$ cat config.mk
export PLATFORM = sky130hd
export DESIGN_NAME = cache_write_buffer_flat
export DESIGN_NICKNAME = d
export VERILOG_FILES = /design/src/rtl/cache_write_buffer_pkg.sv /design/src/rtl/cache_write_buffer_if.sv /design/src/rtl/cache_write_buffer_fwd.sv /design/src/rtl/cache_write_buffer.sv /design/src/flat_wrapper.sv
export SDC_FILE = /design/constraint.sdc
export NUM_CORES = 1
export LEC_CHECK = 0
export CORE_ASPECT_RATIO = 1.2
export CORE_MARGIN = 2
export CORE_UTILIZATION = 33
export DETAILED_ROUTE_END_ITERATION = 6
export DONT_BUFFER_PORTS = 1
export GPL_TIMING_DRIVEN = 0
export PLACE_DENSITY = 0.57
export SLEW_MARGIN = 20
export SYNTH_ARGS = -nofsm -noshare
export SYNTH_HDL_FRONTEND = slang
export SYNTH_SLANG_ARGS = --single-unit
$ cat constraint.sdc
create_clock -name clk -period 2.8 [get_ports clk]
set_input_delay 0.56 -clock clk [delete_from_list [all_inputs] [get_ports clk]]
set_output_delay 0.56 -clock clk [all_outputs]
set_load 0.005 [all_outputs]
$ cat src/rtl/cache_write_buffer_pkg.sv
// Shared types for the cache posted-write buffer.
package cache_wb_pkg;

  localparam int WORD_LSB  = 2;
  localparam int WB_ADDR_W = 32;
  localparam int WB_DATA_W = 32;

  typedef enum logic [1:0] {WB_IDLE, WB_FLUSH, WB_DONE} wb_state_t;

  typedef struct packed {
    logic [WB_ADDR_W-1:0] addr;
    logic [WB_DATA_W-1:0] data;
    logic                 evict;
  } wb_entry_t;

endpackage

$ cat src/rtl/cache_write_buffer_if.sv
// Store-in and memory-out handshake channels of the write buffer.
interface cache_write_buffer_if #(
  parameter int ADDR_W = 32,
  parameter int DATA_W = 32
) ();
  logic              in_valid;
  logic              in_ready;
  logic [ADDR_W-1:0] in_addr;
  logic [DATA_W-1:0] in_data;
  logic              in_evict;
  logic              mem_valid;
  logic              mem_ready;
  logic [ADDR_W-1:0] mem_addr;
  logic [DATA_W-1:0] mem_data;
  logic              mem_evict;

  // cache + memory side (drives stores, accepts drains)
  modport master (
    output in_valid, in_addr, in_data, in_evict, mem_ready,
    input  in_ready, mem_valid, mem_addr, mem_data, mem_evict
  );

  // buffer side
  modport slave (
    input  in_valid, in_addr, in_data, in_evict, mem_ready,
    output in_ready, mem_valid, mem_addr, mem_data, mem_evict
  );
endinterface

$ cat src/rtl/cache_write_buffer_fwd.sv
// Store-to-load forwarding match: youngest valid entry whose word address
// equals the lookup wins. Age is measured from tail (oldest slot) upward.
module wb_fwd_match #(
  parameter int DEPTH  = 4,
  parameter int AW     = 30,
  parameter int DATA_W = 32
) (
  input  logic [DEPTH-1:0]             i_vld,
  input  logic [DEPTH-1:0][AW-1:0]     i_addr,
  input  logic [DEPTH-1:0][DATA_W-1:0] i_data,
  input  logic [$clog2(DEPTH)-1:0]     i_tail,
  input  logic [AW-1:0]                i_lookup,
  output logic                         o_hit,
  output logic [DATA_W-1:0]            o_data
);
  localparam int PW = $clog2(DEPTH);

  logic [DEPTH-1:0] w_match;

  for (genvar i = 0; i < DEPTH; i++) begin : g_cmp
    assign w_match[i] = i_vld[i] && (i_addr[i] == i_lookup);
  end

  // Walk oldest -> youngest so the last match seen is the youngest one.
  always_comb begin
    logic [PW-1:0] v_idx;
    v_idx  = '0;
    o_hit  = 1'b0;
    o_data = '0;
    for (int k = 0; k < DEPTH; k++) begin
      v_idx = i_tail + PW'(k);
      if (w_match[v_idx]) begin
        o_hit  = 1'b1;
        o_data = i_data[v_idx];
      end
    end
  end
endmodule

$ cat src/rtl/cache_write_buffer.sv
// Posted-write FIFO between the cache and main memory with a flush
// sequence. Optional store-to-load forwarding under macro WB_FORWARD_EN.
module cache_write_buffer
  import cache_wb_pkg::*;
#(
  parameter int DEPTH  = 4,
  parameter int ADDR_W = WB_ADDR_W,
  parameter int DATA_W = WB_DATA_W
) (
  input  logic                     clk,
  input  logic                     reset,
  cache_write_buffer_if.slave      bus,
  input  logic                     flush_req,
  output logic                     flush_done,
  input  logic [ADDR_W-1:0]        lookup_addr,
  output logic                     lookup_hit,
  output logic [DATA_W-1:0]        lookup_data,
  output logic [$clog2(DEPTH):0]   count,
  output logic                     empty,
  output logic                     full
);
  localparam int PW = $clog2(DEPTH);

  wb_entry_t      r_ent [DEPTH];
  logic [DEPTH-1:0] r_vld;
  logic [PW-1:0]  r_head, r_tail;
  logic [PW:0]    r_count;
  wb_state_t      r_state;
  logic           r_done;

  logic           w_push, w_pop;
  logic [PW:0]    w_count_nxt;

  assign w_push      = bus.in_valid && bus.in_ready;
  assign w_pop       = bus.mem_valid && bus.mem_ready;
  assign w_count_nxt = r_count + (PW+1)'(w_push) - (PW+1)'(w_pop);

  assign count      = r_count;
  assign empty      = (r_count == '0);
  assign full       = (r_count == (PW+1)'(DEPTH));
  assign flush_done = r_done;

  // No full-bypass: a pop this cycle does not open the input.
  assign bus.in_ready  = !full && (r_state == WB_IDLE);
  assign bus.mem_valid = !empty;
  assign bus.mem_addr  = r_ent[r_head].addr;
  assign bus.mem_data  = r_ent[r_head].data;
  assign bus.mem_evict = r_ent[r_head].evict;

  // Entry payload; validity lives in r_vld so no reset is needed here.
  always_ff @(posedge clk) begin
    if (w_push) r_ent[r_tail] <= '{addr: bus.in_addr, data: bus.in_data, evict: bus.in_evict};
  end

  // Pointers, occupancy and per-entry valid bits.
  always_ff @(posedge clk) begin
    if (!reset) begin
      r_head  <= '0;
      r_tail  <= '0;
      r_count <= '0;
      r_vld   <= '0;
    end else begin
      if (w_push) begin
        r_tail        <= r_tail + PW'(1);
        r_vld[r_tail] <= 1'b1;
      end
      if (w_pop) begin
        r_head        <= r_head + PW'(1);
        r_vld[r_head] <= 1'b0;
      end
      r_count <= w_count_nxt;
    end
  end

  // Flush FSM: close the input, drain, then pulse flush_done once.
  always_ff @(posedge clk) begin
    if (!reset) begin
      r_state <= WB_IDLE;
      r_done  <= 1'b0;
    end else begin
      r_done <= 1'b0;
      case (r_state)
        WB_IDLE:  if (flush_req) r_state <= WB_FLUSH;
        WB_FLUSH: if (w_count_nxt == '0) begin
                    r_state <= WB_DONE;
                    r_done  <= 1'b1;
                  end
        default:  r_state <= WB_IDLE;
      endcase
    end
  end

`ifdef WB_FORWARD_EN
  logic [DEPTH-1:0][ADDR_W-WORD_LSB-1:0] w_waddr;
  logic [DEPTH-1:0][DATA_W-1:0]          w_wdata;
  logic                                  w_unused_lsb;

  for (genvar i = 0; i < DEPTH; i++) begin : g_ent
    assign w_waddr[i] = r_ent[i].addr[ADDR_W-1:WORD_LSB];
    assign w_wdata[i] = r_ent[i].data;
  end

  // Word-granular compare: byte offset bits are ignored.
  assign w_unused_lsb = ^lookup_addr[WORD_LSB-1:0];

  wb_fwd_match #(
    .DEPTH  (DEPTH),
    .AW     (ADDR_W-WORD_LSB),
    .DATA_W (DATA_W)
  ) u_fwd (
    .i_vld    (r_vld),
    .i_addr   (w_waddr),
    .i_data   (w_wdata),
    .i_tail   (r_tail),
    .i_lookup (lookup_addr[ADDR_W-1:WORD_LSB]),
    .o_hit    (lookup_hit),
    .o_data   (lookup_data)
  );
`else
  logic w_unused_fwd;

  // Without forwarding the cache must flush before reading these regions.
  assign w_unused_fwd = ^{lookup_addr, r_vld};
  assign lookup_hit   = 1'b0;
  assign lookup_data  = '0;
`endif

endmodule
$ cat src/flat_wrapper.sv
// flat-port wrapper written by rule: the top's interface ports become plain ports
module cache_write_buffer_flat import cache_wb_pkg::*;
#(
  parameter int DEPTH  = 4,
  parameter int ADDR_W = WB_ADDR_W,
  parameter int DATA_W = WB_DATA_W
)
  (clk, reset, flush_req, flush_done, lookup_addr, lookup_hit, lookup_data, count, empty, full, bus_in_valid, bus_in_addr, bus_in_data, bus_in_evict, bus_mem_ready, bus_in_ready, bus_mem_valid, bus_mem_addr, bus_mem_data, bus_mem_evict);
  cache_write_buffer_if #(.ADDR_W(ADDR_W), .DATA_W(DATA_W)) bus_i ();
  input  logic clk;
  input  logic reset;
  input  logic flush_req;
  output logic flush_done;
  input  logic [ADDR_W-1:0] lookup_addr;
  output logic lookup_hit;
  output logic [DATA_W-1:0] lookup_data;
  output logic [$clog2(DEPTH):0] count;
  output logic empty;
  output logic full;
  input wire logic [$bits(bus_i.in_valid)-1:0] bus_in_valid;
  input wire logic [$bits(bus_i.in_addr)-1:0] bus_in_addr;
  input wire logic [$bits(bus_i.in_data)-1:0] bus_in_data;
  input wire logic [$bits(bus_i.in_evict)-1:0] bus_in_evict;
  input wire logic [$bits(bus_i.mem_ready)-1:0] bus_mem_ready;
  output wire logic [$bits(bus_i.in_ready)-1:0] bus_in_ready;
  output wire logic [$bits(bus_i.mem_valid)-1:0] bus_mem_valid;
  output wire logic [$bits(bus_i.mem_addr)-1:0] bus_mem_addr;
  output wire logic [$bits(bus_i.mem_data)-1:0] bus_mem_data;
  output wire logic [$bits(bus_i.mem_evict)-1:0] bus_mem_evict;
  assign bus_i.in_valid = bus_in_valid;
  assign bus_i.in_addr = bus_in_addr;
  assign bus_i.in_data = bus_in_data;
  assign bus_i.in_evict = bus_in_evict;
  assign bus_i.mem_ready = bus_mem_ready;
  assign bus_in_ready = bus_i.in_ready;
  assign bus_mem_valid = bus_i.mem_valid;
  assign bus_mem_addr = bus_i.mem_addr;
  assign bus_mem_data = bus_i.mem_data;
  assign bus_mem_evict = bus_i.mem_evict;
  cache_write_buffer #(.DEPTH(DEPTH), .ADDR_W(ADDR_W), .DATA_W(DATA_W)) u_core (.clk(clk), .reset(reset), .bus(bus_i), .flush_req(flush_req), .flush_done(flush_done), .lookup_addr(lookup_addr), .lookup_hit(lookup_hit), .lookup_data(lookup_data), .count(count), .empty(empty), .full(full));
endmodule
## Word-level counts from Yosys, hierarchy flattened

Memories as Yosys holds them, arrays and structs flattened. A register that Yosys moved wholly into a read port is not among the register bits.
Index checks and enable logic that the tools add are counted.

- Register bits: 10
- Memory bits (writable): 260
- Output and inout bits: 106
- Input port bits: 102
- Logic and storage cells: 32
- Memories kept: 1

Memory list:

| memory | depth | width | rd ports | clocked after memory_dff | write ports | RTL line | source |
|---|---|---|---|---|---|---|---|
| u_core.r_ent | 4 | 65 | 1 | 1 | 1 | cache_write_buffer.sv:24 | `wb_entry_t r_ent [DEPTH];` |

- Reductions and logical operators: 10
- Eq/ne operators: 4
- Add/subtract/negate cells: 4
- Muxes and demuxes: 8

Operators by type and width:

| kind | count |
|---|---|
| $mux 2 | 4 |
| $logic_not 3->1 | 2 |
| $add 2x1->2 const B | 2 |
| $pmux 2 s2 | 1 |
| $reduce_and 2->1 | 2 |
| $add 3x1->3 | 1 |
| $eq 3x3->1 const B | 1 |
| $logic_and 1x1->1 | 3 |
| $mux 1 | 3 |
| $sub 3x1->3 | 1 |
| $eq 2x1->1 const B | 1 |
| $logic_not 1->1 | 2 |
| $logic_not 2->1 | 1 |
| $ne 2x1->1 const B | 1 |
| $ne 2x2->1 const B | 1 |

## Depth between registers and ports, before layout

Gate-level depths: netlist of the first run.

- Word-level depth: 9
- Mapped depth: 10
- Mapped depth without buffers: 10

## Worst setup path after synthesis of the first run

OpenSTA, ideal clock, no wires.

- Path type: flip-flop to flip-flop
- Start: register u_core.r_count[1] (netlist: u_core.count[1])
- End: memory u_core.r_ent[2][0] in the netlist's numbering (enable)
- Required time: 2370 ps
- Cell stages (with the launch flop): 4
- Data arrival time: 2506 ps
- Clock period less this slack: 2936 ps
- Library setup time: 430 ps
- Path buffers: 0
- Slack: -136 ps
- Cells stage by stage: dfxtp_1 > nor3b_2 > nor4b_4 > and2_1

- Cells in the longest elaborated chain, start to end: 6

RTL lines:

| what | RTL line | source |
|---|---|---|
| from (decl) | cache_write_buffer.sv:27 | `logic [PW:0] r_count;` |
| from (signal assigned) | cache_write_buffer.sv:71 | `r_count <= w_count_nxt;` |
| $eq 3x3->1 | cache_write_buffer.sv:40 | `assign full = (r_count == (PW+1)'(DEPTH));` |
| via full | flat_wrapper.sv:19 | `output logic full;` |
| $logic_not 1->1 | cache_write_buffer.sv:44 | `assign bus.in_ready = !full && (r_state == WB_IDLE);` |
| $logic_and 1x1->1 | cache_write_buffer.sv:44 |  |
| $logic_and 1x1->1 | cache_write_buffer.sv:34 | `assign w_push = bus.in_valid && bus.in_ready;` |
| via u_core.w_push | cache_write_buffer.sv:31 | `logic w_push, w_pop;` |
| $mux 1 | cache_write_buffer.sv:52 | `if (w_push) r_ent[r_tail] <= '{addr: bus.in_addr, data: bus.in_data, evict: bus.in_evict};` |
| $mux 1 (implied by the code) | cache_write_buffer.sv:52 |  |
| to (decl) | cache_write_buffer.sv:24 |  |

The timed path passes the listed nets, and every way through them passes these cells.

## Worst setup path in the final report of the first run

- Start: register u_core.r_count[1] (netlist: u_core.count[1])
- End: register u_core.r_state[0]

RTL lines:

| what | RTL line | source |
|---|---|---|
| $logic_not 3->1 | cache_write_buffer.sv:39 | `assign empty = (r_count == '0);` |
| $logic_not 1->1 | cache_write_buffer.sv:45 | `assign bus.mem_valid = !empty;` |
| via bus_mem_valid | flat_wrapper.sv:26 | `output wire logic [$bits(bus_i.mem_valid)-1:0] bus_mem_valid;` |
| $logic_and 1x1->1 | cache_write_buffer.sv:35 | `assign w_pop = bus.mem_valid && bus.mem_ready;` |
| via u_core.w_pop | cache_write_buffer.sv:31 |  |
| $sub 3x1->3 | cache_write_buffer.sv:36 | `assign w_count_nxt = r_count + (PW+1)'(w_push) - (PW+1)'(w_pop);` |
| $logic_not 3->1 | cache_write_buffer.sv:84 | `WB_FLUSH: if (w_count_nxt == '0) begin` |
| $ne 2x1->1 (no line) | - |  |
| $reduce_and 2->1 (no line) | - |  |
| to (signal assigned) | cache_write_buffer.sv:83 | `WB_IDLE: if (flush_req) r_state <= WB_FLUSH;` |
| to (signal assigned) | cache_write_buffer.sv:85 | `r_state <= WB_DONE;` |
| to (signal assigned) | cache_write_buffer.sv:88 | `default: r_state <= WB_IDLE;` |
| to (decl) | cache_write_buffer.sv:28 | `wb_state_t r_state;` |

The timed path passes the listed nets, and every way through them passes these cells.
A chain may end at the register's enable or synchronous reset.

==> results of run 1 <==
## placed cells by master, fill, tap and decap left out, drive strengths merged
master    instances
edfxtp          260
inv               7
dfxtp            12
nor2b             2
ha                6
nor4b             1
or3               2
clkinv           13
nor3b             2
nand4b            2
buf              50
nor3              1
fa                1
mux2i             2
clkinvlp          1
nor2              3
nand2b            1
bufinv            1
xnor3             1
and2              6
nand2             6
mux4             65
a21boi            1
clkbuf           35
conb             33
o21ai             3
## registers in the layout, indices dropped and copies added, names as in the netlist, named ones only
register           cells
u_core.r_ent         260
u_core.count           3
u_core.r_head          2
u_core.r_state         2
u_core.r_tail          2
u_core.flush_done      1
## area by class of cell
type / instances / area (µm²)
buffer: 48 / 404
timing repair buffer: 4 / 110
clock inverter: 16 / 109
fill: 2700 / 18700
multi-input combinational: 138 / 1940
sequential: 272 / 8050
clock buffer: 33 / 718
tap: 396 / 495
inverter: 6 / 22.5
## kinds of logic (layout without fill, tap and decap cells)
| logic type | count (synthesis) | after routing | synth area share, % |
|---|---|---|---|
| flops | 272 | 272 | 78.3 |
| fa+ha+maj | 7 | 7 | 0.925 |
| xor+xnor | 1 | 1 | 0.219 |
| simple gates | 26 | 26 | 1.74 |
| other cells | 1 | 33 | 0.0365 |
| mux | 67 | 67 | 14.4 |
| buf+inv | 54 | 107 | 4.15 |
| compound gates | 4 | 4 | 0.219 |
## worst register-to-register path, cell delays in order, from the launching register on
cell      delay, ns
dfxtp_1        0.40
or3_4          0.44
and2_1         0.20
ha_1           0.28
inv_1          0.07
ha_1           0.15
inv_1          0.06
fa_1           0.37
xnor3_1        0.24
nand4b_1       0.13
nor3b_2        0.18
## stage by stage
step                worst slack [ns]  hold slack (ns)  area [µm²]  TNS (ns)
floorplan                      0.389            0.456       10400         0
global placement              -0.242            0.474       10900    -59.58
detailed placement             0.201            0.488       11000         0
CTS                            0.185           0.0606       11800         0
global route                  0.0471           0.0639       11800         0
finish                         0.183           0.0991       11800         0
## where the power goes
| part | switching, W | internal [W] |
|---|---|---|
| Sequential | 0.000135 | 0.00501 |
| Clock | 0.00144 | 0.00191 |
| Combinational | 0.00105 | 0.000981 |
## layer usage
| metal | routed length, µm | up-vias | part of all wire (%) |
|---|---|---|---|
| li1 | - | 1853 | - |
| met1 | 6710 | 2257 | 35 |
| met2 | 10100 | 134 | 53 |
| met3 | 1750 | 29 | 9.2 |
| met4 | 444 | 0 | 2.3 |
| met5 | 0 | - | 0 |
## worst paths after layout
| check | endpoint | start | slack (ns) | cells after the start |
|---|---|---|---|---|
| worst max-delay path | u_core.r_state[0] | u_core.count[1] | 0.18 | 10 |
| worst min-delay path | u_core.r_ent[0][7] | bus_in_data[6] | 0.1 | 0 |
| worst max register to register | u_core.r_state[0] | u_core.count[1] | 0.18 | 10 |
| worst min register to register | u_core.r_head[1] | u_core.r_head[1] | 0.49 | 2 |
## cells in the mapped netlist
cell / instances / area [µm²]
xnor3_1: 1 / 22.5
fa_1: 1 / 20.0
mux2i_1: 2 / 20.0
mux4_2: 65 / 1460
conb_1: 1 / 3.75
nor2_1: 3 / 11.3
nor4b_4: 1 / 23.8
nand4b_1: 2 / 17.5
or3_1: 1 / 6.26
buf_12: 5 / 100
nand2_1: 6 / 22.5
buf_2: 6 / 30.0
buf_6: 1 / 11.3
clkbuf_1: 2 / 7.51
inv_1: 5 / 18.8
a21boi_1: 1 / 7.51
inv_2: 1 / 3.75
nor3_1: 1 / 5.00
nand2b_1: 1 / 6.26
nor2b_1: 2 / 12.5
or3_4: 1 / 11.3
nor3b_2: 2 / 25.0
ha_1: 6 / 75.1
edfxtp_1: 260 / 7810
o21ai_1: 2 / 10.0
buf_4: 34 / 255
and2_1: 6 / 37.5
o21ai_0: 1 / 5.00
dfxtp_1: 12 / 240
==> flow_summary.yaml, run 1 <==
status:
  status: "finished clean"
floorplanning:
  dieArea_um2: 32600
  ios: 208
  die_x_um: 165
  rows: 70
  dieHeight_um: 197
  core_um2: 30600
  initial_core_util_pct: 33.6
setup_path:
  path_class: "reg -> reg"
  startpoint_type: "register"
  slowest_stage: "or3_4"
  crit_family: "simple AND/OR/NAND/NOR gates"
  critical_path_required_ns: 3.24
  cp.arrival_ns: 3.06
  max_stage_delay_ns: 0.44
  cp-end-kind: "register"
  critPathBufInv: 2
  cp_cell_sequence: "or3_4 > and2_1 > ha_1 > inv_1 > ha_1 > inv_1 > fa_1 > xnor3_1 > nand4b_1 > nor3b_2"
  cp_max_fo: 5
clocking:
  clkSlewWorstSetupHoldPaths_ns: 0.06
  clkLatencyLatePin_ns: 0.55
  cts_sinks: 272
  cts_tree: "done"
  ctsResizeCount: 0
  htree_levels: 1
  cts_buffers: 27
  cts-root-buf: "clkbuf_16"
  post-cts-setup-buffer-count: 0
  cts_buffer_depth: 3
  ctsHoldBuffers: 0
yosys:
  yosysSeqAreaShare_pct: 78.3
  yosysUniqueCellTypes: 29
  synth_seq_cells: 272
  postSynthAreaPerCell_um2: 23.8
  syn_inst: 432
  ys_warn_count: 0
  syn_area_um2: 10300
route:
  final_antenna_net_count: 0
  totalWireLength_um: 19000
  viasPerCell: 4.68
  drc: 0
  wire_per_inst_um: 20.8
  drt_iter0_drc: 338
  firstDrtPassIters: 4
  vias: 4273
timing:
  maxSlewHeadroom_pct: 57.2
  post-route-period-util_pct: 93.5
  min_period_ns: 2.62
  fmax_mhz: 382
  worst_pin_slew_ns: 0.642
  clock_skew_ns: 0.0273
  finalMaxSlewViolations: 0
  setup_viol: 0
  rsz0062_at_grt: "false"
  finalHoldViolCount: 0
cells_and_area:
  syn2layout_area_growth_pct: 15.2
  fin_cells: 913
  final_util_pct: 38.7
  layout-drive-gt1-share_pct: 31.7
  antennaDiodeCount: 0
  fin_nets: 606
global_routing:
  top_usage_layer: "met2"
  antenna_found_initial: 0
  met1_usage_pct: 12.7
  grt_pass1_wl_um: 28300
  met2_usage_pct: 21.2
  grt-ovfl-total: 0
  grt_start_max_net_pins: 37
  gr-usage-met3_pct: 4.22
  grt.total_usage_pct: 11.8
  grt_pass1_vias: 4762
placed_design:
  dp_hpwl_um: 12000
  gp_congestion: 0.686
  placedCellCount: 864
  port-buffer-count: 0
run:
  drv_cap: 0
power:
  p_total_w: 0.0105
  leakage_nw: 3.81
  peakVddDrop_v: 0.000472
  power_density_nw_per_um2: 889
hold_path:
  min_path_type: "in -> reg"
(Power assumes the default switching activity.)
==> run 2: changes to the inputs <==
--- a/config.mk
+++ b/config.mk
@@ -11,7 +11,7 @@
 export DETAILED_ROUTE_END_ITERATION = 6
 export DONT_BUFFER_PORTS = 1
 export GPL_TIMING_DRIVEN = 0
-export PLACE_DENSITY = 0.57
+export PLACE_DENSITY = 0.56
 export SLEW_MARGIN = 20
 export SYNTH_ARGS = -nofsm -noshare
 export SYNTH_HDL_FRONTEND = slang
==> constraint.sdc (replaced) <==
create_clock -name clk -period 3 [get_ports clk]
set_input_delay 0.6 -clock clk [delete_from_list [all_inputs] [get_ports clk]]
set_output_delay 0.6 -clock clk [all_outputs]
set_load 0.005 [all_outputs]
==> run 2 against run 1 <==
  * Flip-flop and latch count is the same
  * Sequential share of layout area shrank 0.057 points
  * Clock power shrank 5%
  * Routed wire length shrank 2.1%
  * Largest power group unchanged
  * Combinational power shrank 6%
  * Largest cell class unchanged
  * Die area is the same
  * Utilization is essentially flat
==> flow_summary.yaml, run 2 (synthesized netlist as in run 1, its figures left out) <==
timing:
  post-route-period-util_pct: 90.3
  clock_skew_ns: 0.0132
  finalHoldViolCount: 0
  fmax_mhz: 369
  min_period_ns: 2.71
  worst_pin_slew_ns: 0.696
  tns_ns: 0
  setup_viol: 0
  finalMaxSlewViolations: 0
  hold_ws_ns: 0.148
  maxSlewHeadroom_pct: 53.6
  rsz0062_at_grt: "false"
cells_and_area:
  antennaDiodeCount: 0
  fin_cells: 912
  layout-drive-gt1-share_pct: 31.4
  largest_register_ffs: 260
  syn2layout_area_growth_pct: 15.3
  mostFrequentLayoutCells: "edfxtp_1, mux4_2, buf_4"
  final_common_cell: "edfxtp_1"
  final_util_pct: 38.8
  fin_nets: 607
  fillers: 2705
  largest-register: "u_core.r_ent"
global_routing:
  grt_pass1_vias: 4657
  grt.total_usage_pct: 11.5
  grt-ovfl-total: 0
  antenna_found_initial: 0
  grt_pass1_wl_um: 27800
  grt_start_max_net_pins: 45
setup_path:
  cp-end-kind: "register"
  max_stage_delay_ns: 0.44
  timing.rr.start: "u_core.count[1]"
  cp_max_fo: 5
  path_class: "reg -> reg"
  critPathBufInv: 2
  worstRegToRegCells: 10
  startpoint_type: "register"
  r2r_slack_ns: 0.29
  slowest_stage: "or3_4"
  cp_cell_sequence: "or3_4 > and2_1 > ha_1 > inv_1 > ha_1 > inv_1 > fa_1 > xnor3_1 > nand4b_1 > nor3b_2"
  cp.arrival_ns: 3.13
  critical_path_required_ns: 3.42
  timing.rr.end: "u_core.r_state[0]"
  crit_family: "simple AND/OR/NAND/NOR gates"
route:
  final_antenna_net_count: 0
  totalWireLength_um: 18600
  drt_iter0_drc: 309
  viasPerCell: 4.65
  vias: 4245
  drc: 0
  firstDrtPassIters: 6
  wire_per_inst_um: 20.4
clocking:
  cts_sinks: 272
  cts_buffers: 28
  htree_levels: 1
  clkSlewWorstSetupHoldPaths_ns: 0.06
  post-cts-setup-buffer-count: 0
  cts_tree: "done"
  clkLatencyLatePin_ns: 0.54
  ctsResizeCount: 0
  cts-root-buf: "clkbuf_16"
  cts_buffer_depth: 3
  ctsHoldBuffers: 0
power:
  internal_power_w: 0.00742
  clkPwrFrac_pct: 32.1
  combPwrFrac_pct: 19.2
  netSwitchingPower_w: 0.00245
  power_frac_seq_pct: 48.7
  power_density_nw_per_um2: 833
  sw_frac_of_total_pct: 24.8
  leakage_nw: 3.80
  p_total_w: 0.00987
  peakVddDrop_v: 0.000400
floorplanning:
  initial_core_util_pct: 33.6
  rows: 70
  dieHeight_um: 197
  ios: 208
  die_x_um: 165
  dieArea_um2: 32600
  core_um2: 30600
hold_path:
  min_to: "u_core.r_ent[0][26]"
  hold_depth: 0
  min_path_type: "in -> reg"
  hp-start: "bus_in_data[25]"
run:
  drv_cap: 0
placed_design:
  placedCellCount: 864
  port-buffer-count: 0
  gp_congestion: 0.695
  dp_hpwl_um: 11700
status:
  status: "finished clean"
run 2: metal layers:
metal / wire [µm] / track usage [%]
met1: 6740 / 12.6
met2: 9670 / 20.4
met3: 1730 / 4.14
met4: 444 / 3.96
met5: 0 / 0
run 2: worst max path at each step:
stage                     cells after the start  slack [ns]                   to       startpoint
after global routing                         10        0.14    u_core.r_state[0]  u_core.count[1]
after detailed placement                     10        0.33    u_core.r_state[0]  u_core.count[1]
final                                        10        0.29    u_core.r_state[0]  u_core.count[1]
after global placement                        3       -1.37  u_core.r_ent[2][59]  u_core.count[1]
after floorplan                               2        0.05   u_core.r_ent[2][0]     bus_in_valid
after CTS                                    10        0.28    u_core.r_state[0]  u_core.count[1]
run 2: cell type report:
cell class,count,area [µm²],area share [%]
flip-flops and latches,272,8050,67.9
plain buffers,48,404,3.41
well taps,396,495,4.18
multi-input cells,138,1940,16.3
clock buffers,34,744,6.28
inverters,6,22.5,0.190
clock inverters,14,100,0.844
repair buffers,4,103,0.866
run 2: power by group through the flow:
stage / Clock [W] / Combinational (W) / Sequential (W)
after global routing: 0.00343 / 0.00208 / 0.00484
after floorplan: 0 / 0.00145 / 0.00487
after CTS: 0.00328 / 0.00198 / 0.00481
after global placement: 0 / 0.00187 / 0.00491
final: 0.00317 / 0.00190 / 0.00480
after detailed placement: 0 / 0.00197 / 0.00489
run 2: per-stage QoR:
| step | setup WS [ns] | area (µm²) |
|---|---|---|
| detailed placement | 0.330 | 11000 |
| floorplan | 0.0542 | 10400 |
| global placement | -1.37 | 10900 |
| finish | 0.292 | 11900 |
| CTS | 0.282 | 11900 |
| global route | 0.144 | 11900 |
==> run 3: changes to the inputs <==
--- a/config.mk
+++ b/config.mk
@@ -6,13 +6,13 @@
 export NUM_CORES = 1
 export LEC_CHECK = 0
 export CORE_ASPECT_RATIO = 1.2
-export CORE_MARGIN = 2
+export CORE_MARGIN = 5
 export CORE_UTILIZATION = 33
 export DETAILED_ROUTE_END_ITERATION = 6
 export DONT_BUFFER_PORTS = 1
 export GPL_TIMING_DRIVEN = 0
 export PLACE_DENSITY = 0.56
-export SLEW_MARGIN = 20
 export SYNTH_ARGS = -nofsm -noshare
 export SYNTH_HDL_FRONTEND = slang
+export SYNTH_HIERARCHICAL = 1
 export SYNTH_SLANG_ARGS = --single-unit
==> run 3 against run 2 <==
  * Sequential power about the same
  * Hold slack gained 0.010 ns
  * Fmax rose by 2.8%
  * Critical path type unchanged
  * Utilization is 0.23 points higher
  * Clock-buffer cell count fell by 1
  * Highest routed layer unchanged
  * Die area is 6.8% higher
  * Clock skew grew 0.0010 ns
  * Area after synthesis unchanged
  * Combinational power down 3%
==> flow_summary.yaml, run 3 <==
timing:
  setup_viol: 0
  clock_skew_ns: 0.0142
  worst_pin_slew_ns: 0.674
  post-route-period-util_pct: 87.8
  fin_ws_ns: 0.366
  maxSlewHeadroom_pct: 55.1
  min_period_ns: 2.63
  fmax_mhz: 380
  tns_ns: 0
  rsz0062_at_grt: "false"
  finalHoldViolCount: 0
  finalMaxSlewViolations: 0
yosys:
  syn_area_um2: 10300
  yosysTopAreaCellShare_pct: 75.9
  yosysUniqueCellTypes: 29
  synth_common_cells: "edfxtp_1, mux4_2, buf_4, dfxtp_1"
  synthFlopType: "edfxtp_1"
  yosysMostFrequentCell: "edfxtp_1"
  async_flop_share_pct: 0
  postSynthAreaPerCell_um2: 23.8
  synth_top_area_cell: "edfxtp_1"
  yosysSeqAreaShare_pct: 78.3
  syn_inst: 432
  ys_warn_count: 6
  synth_area_leaders: "edfxtp_1, mux4_2, buf_4"
  synth_seq_cells: 272
  synth-edff-count: 260
placed_design:
  pre_cts_ws_ns: 0.163
  gp_congestion: 0.706
  dp_hpwl_um: 12500
  placedCellCount: 864
  port-buffer-count: 0
cells_and_area:
  fin_nets: 607
  mostFrequentLayoutCells: "edfxtp_1, mux4_2, buf_4"
  seqCellArea_um2: 8050
  final_common_cell: "edfxtp_1"
  multiInputGateArea_um2: 1940
  largest_register_ffs: 260
  largest-register: "u_core/r_ent"
  fin_cells: 914
  antennaDiodeCount: 0
  syn2layout_area_growth_pct: 16.3
  fillers: 2737
  layout-drive-gt1-share_pct: 31.9
clocking:
  cts-root-buf: "clkbuf_16"
  cts_tree: "done"
  cts_buffer_depth: 3
  ctsResizeCount: 0
  cts_sinks: 272
  cts_buffers: 27
  clkSlewWorstSetupHoldPaths_ns: 0.06
  clkLatencyLatePin_ns: 0.53
  htree_levels: 1
floorplanning:
  initial_core_util_pct: 33.5
  dieHeight_um: 203
  core_um2: 30700
  rows: 70
  dieArea_um2: 34800
  die_x_um: 171
  ios: 208
route:
  wire_per_inst_um: 21.0
  vias: 4180
  totalWireLength_um: 19200
  final_antenna_net_count: 0
  firstDrtPassIters: 4
  drt_iter0_drc: 224
  viasPerCell: 4.57
  drc: 0
setup_path:
  cp.arrival_ns: 3.05
  worstRegToRegCells: 10
  timing.rr.start: "u_core/count[1]"
  cp-endpoint: "u_core/r_state[0]"
  r2r_slack_ns: 0.37
  critical_path_required_ns: 3.41
  cp_max_fo: 5
  critPathLaunch: "u_core/count[1]"
  timing.rr.end: "u_core/r_state[0]"
  path_class: "reg -> reg"
  startpoint_type: "register"
  cp-end-kind: "register"
global_routing:
  met2_usage_pct: 19.7
  grt_pass1_wl_um: 28600
  antenna_found_initial: 0
  gr-usage-met3_pct: 4.50
  grt_start_max_net_pins: 44
  grt.total_usage_pct: 11.0
  grt-ovfl-total: 0
  top_usage_layer: "met2"
  grt_pass1_vias: 4673
  met1_usage_pct: 11.6
hold_path:
  min_path_type: "in -> reg"
run:
  drv_cap: 0
power:
  p_total_w: 0.0101
  peakVddDrop_v: 0.000506
  leakage_nw: 3.85
  power_density_nw_per_um2: 849
status:
  status: "finished clean"
## run 3: cell counts after synthesis
No cell type changed its count.
## run 3: final cells by class
cell class	count	area share (%)
flip-flops and latches	272	67.3
multi-input cells	138	16.2
clock buffers	33	5.84
well taps	396	4.14
plain buffers	48	3.38
clock inverters	16	1.97
repair buffers	5	0.984
inverters	6	0.188
## run 3: cell families (layout without fill, tap and decap cells)
logic type,after synthesis,in the layout,synth area share [%]
xor+xnor,1,1,0.219
other cells,1,33,0.0365
mux,67,67,14.4
flops,272,272,78.3
compound gates,4,4,0.219
fa+ha+maj,7,7,0.925
buf+inv,54,108,4.15
simple gates,26,26,1.74
## run 3: worst max-delay path, cell delays in order (launching register included)
cell and delay, ns:
dfxtp_1 0.39, or3_4 0.45, and2_1 0.20, ha_1 0.28, inv_1 0.06, ha_1 0.12
inv_1 0.05, fa_1 0.39, xnor3_1 0.24, nand4b_1 0.15, nor3b_2 0.20
## run 3: what timing repair did
action | 4_1_cts | 5_1_grt
hold buffers | 0 | 0
endpoints found under the setup margin | 0 | 1
buffers inserted | 0 | 1
## run 3: per-layer routing
layer / wire length (µm) / up-vias
met5: 0 / -
met4: 483 / 0
met3: 1960 / 38
met2: 10200 / 150
met1: 6570 / 2147
li1: - / 1845
## run 3: how the worst min path moves through the flow
stage / start / endpoint / slack (ns) / cells after the start
5_1_grt: bus_in_data[27] / u_core/r_ent[0][28] / 0.12 / 0
2_1_floorplan: u_core/r_head[1] / register / 0.46 / 2
3_3_place_gp: u_core/r_head[0] / u_core/r_head[0] / 0.47 / 2
3_5_place_dp: u_core/r_head[0] / u_core/r_head[0] / 0.49 / 2
4_1_cts: bus_in_data[27] / u_core/r_ent[0][28] / 0.12 / 0
6_report: bus_in_data[27] / u_core/r_ent[0][28] / 0.16 / 0
## run 3: report_power, final
| part | switching [W] | internal [W] | leakage, nW |
|---|---|---|---|
| registers | 0.000130 | 0.00467 | 2.47 |
| logic | 0.000966 | 0.000887 | 0.939 |
| clock network | 0.00133 | 0.00217 | 0.449 |
| total | 0.00243 | 0.00772 | 3.85 |
## run 3: per-stage QoR
stage	hold WS, ns	utilization (%)	area [µm²]
finish	0.158	39.0	12000
floorplan	0.456	-	10400
detailed placement	0.492	35.9	11000
CTS	0.115	39.0	12000
global route	0.117	39.0	12000
global placement	0.473	35.5	10900
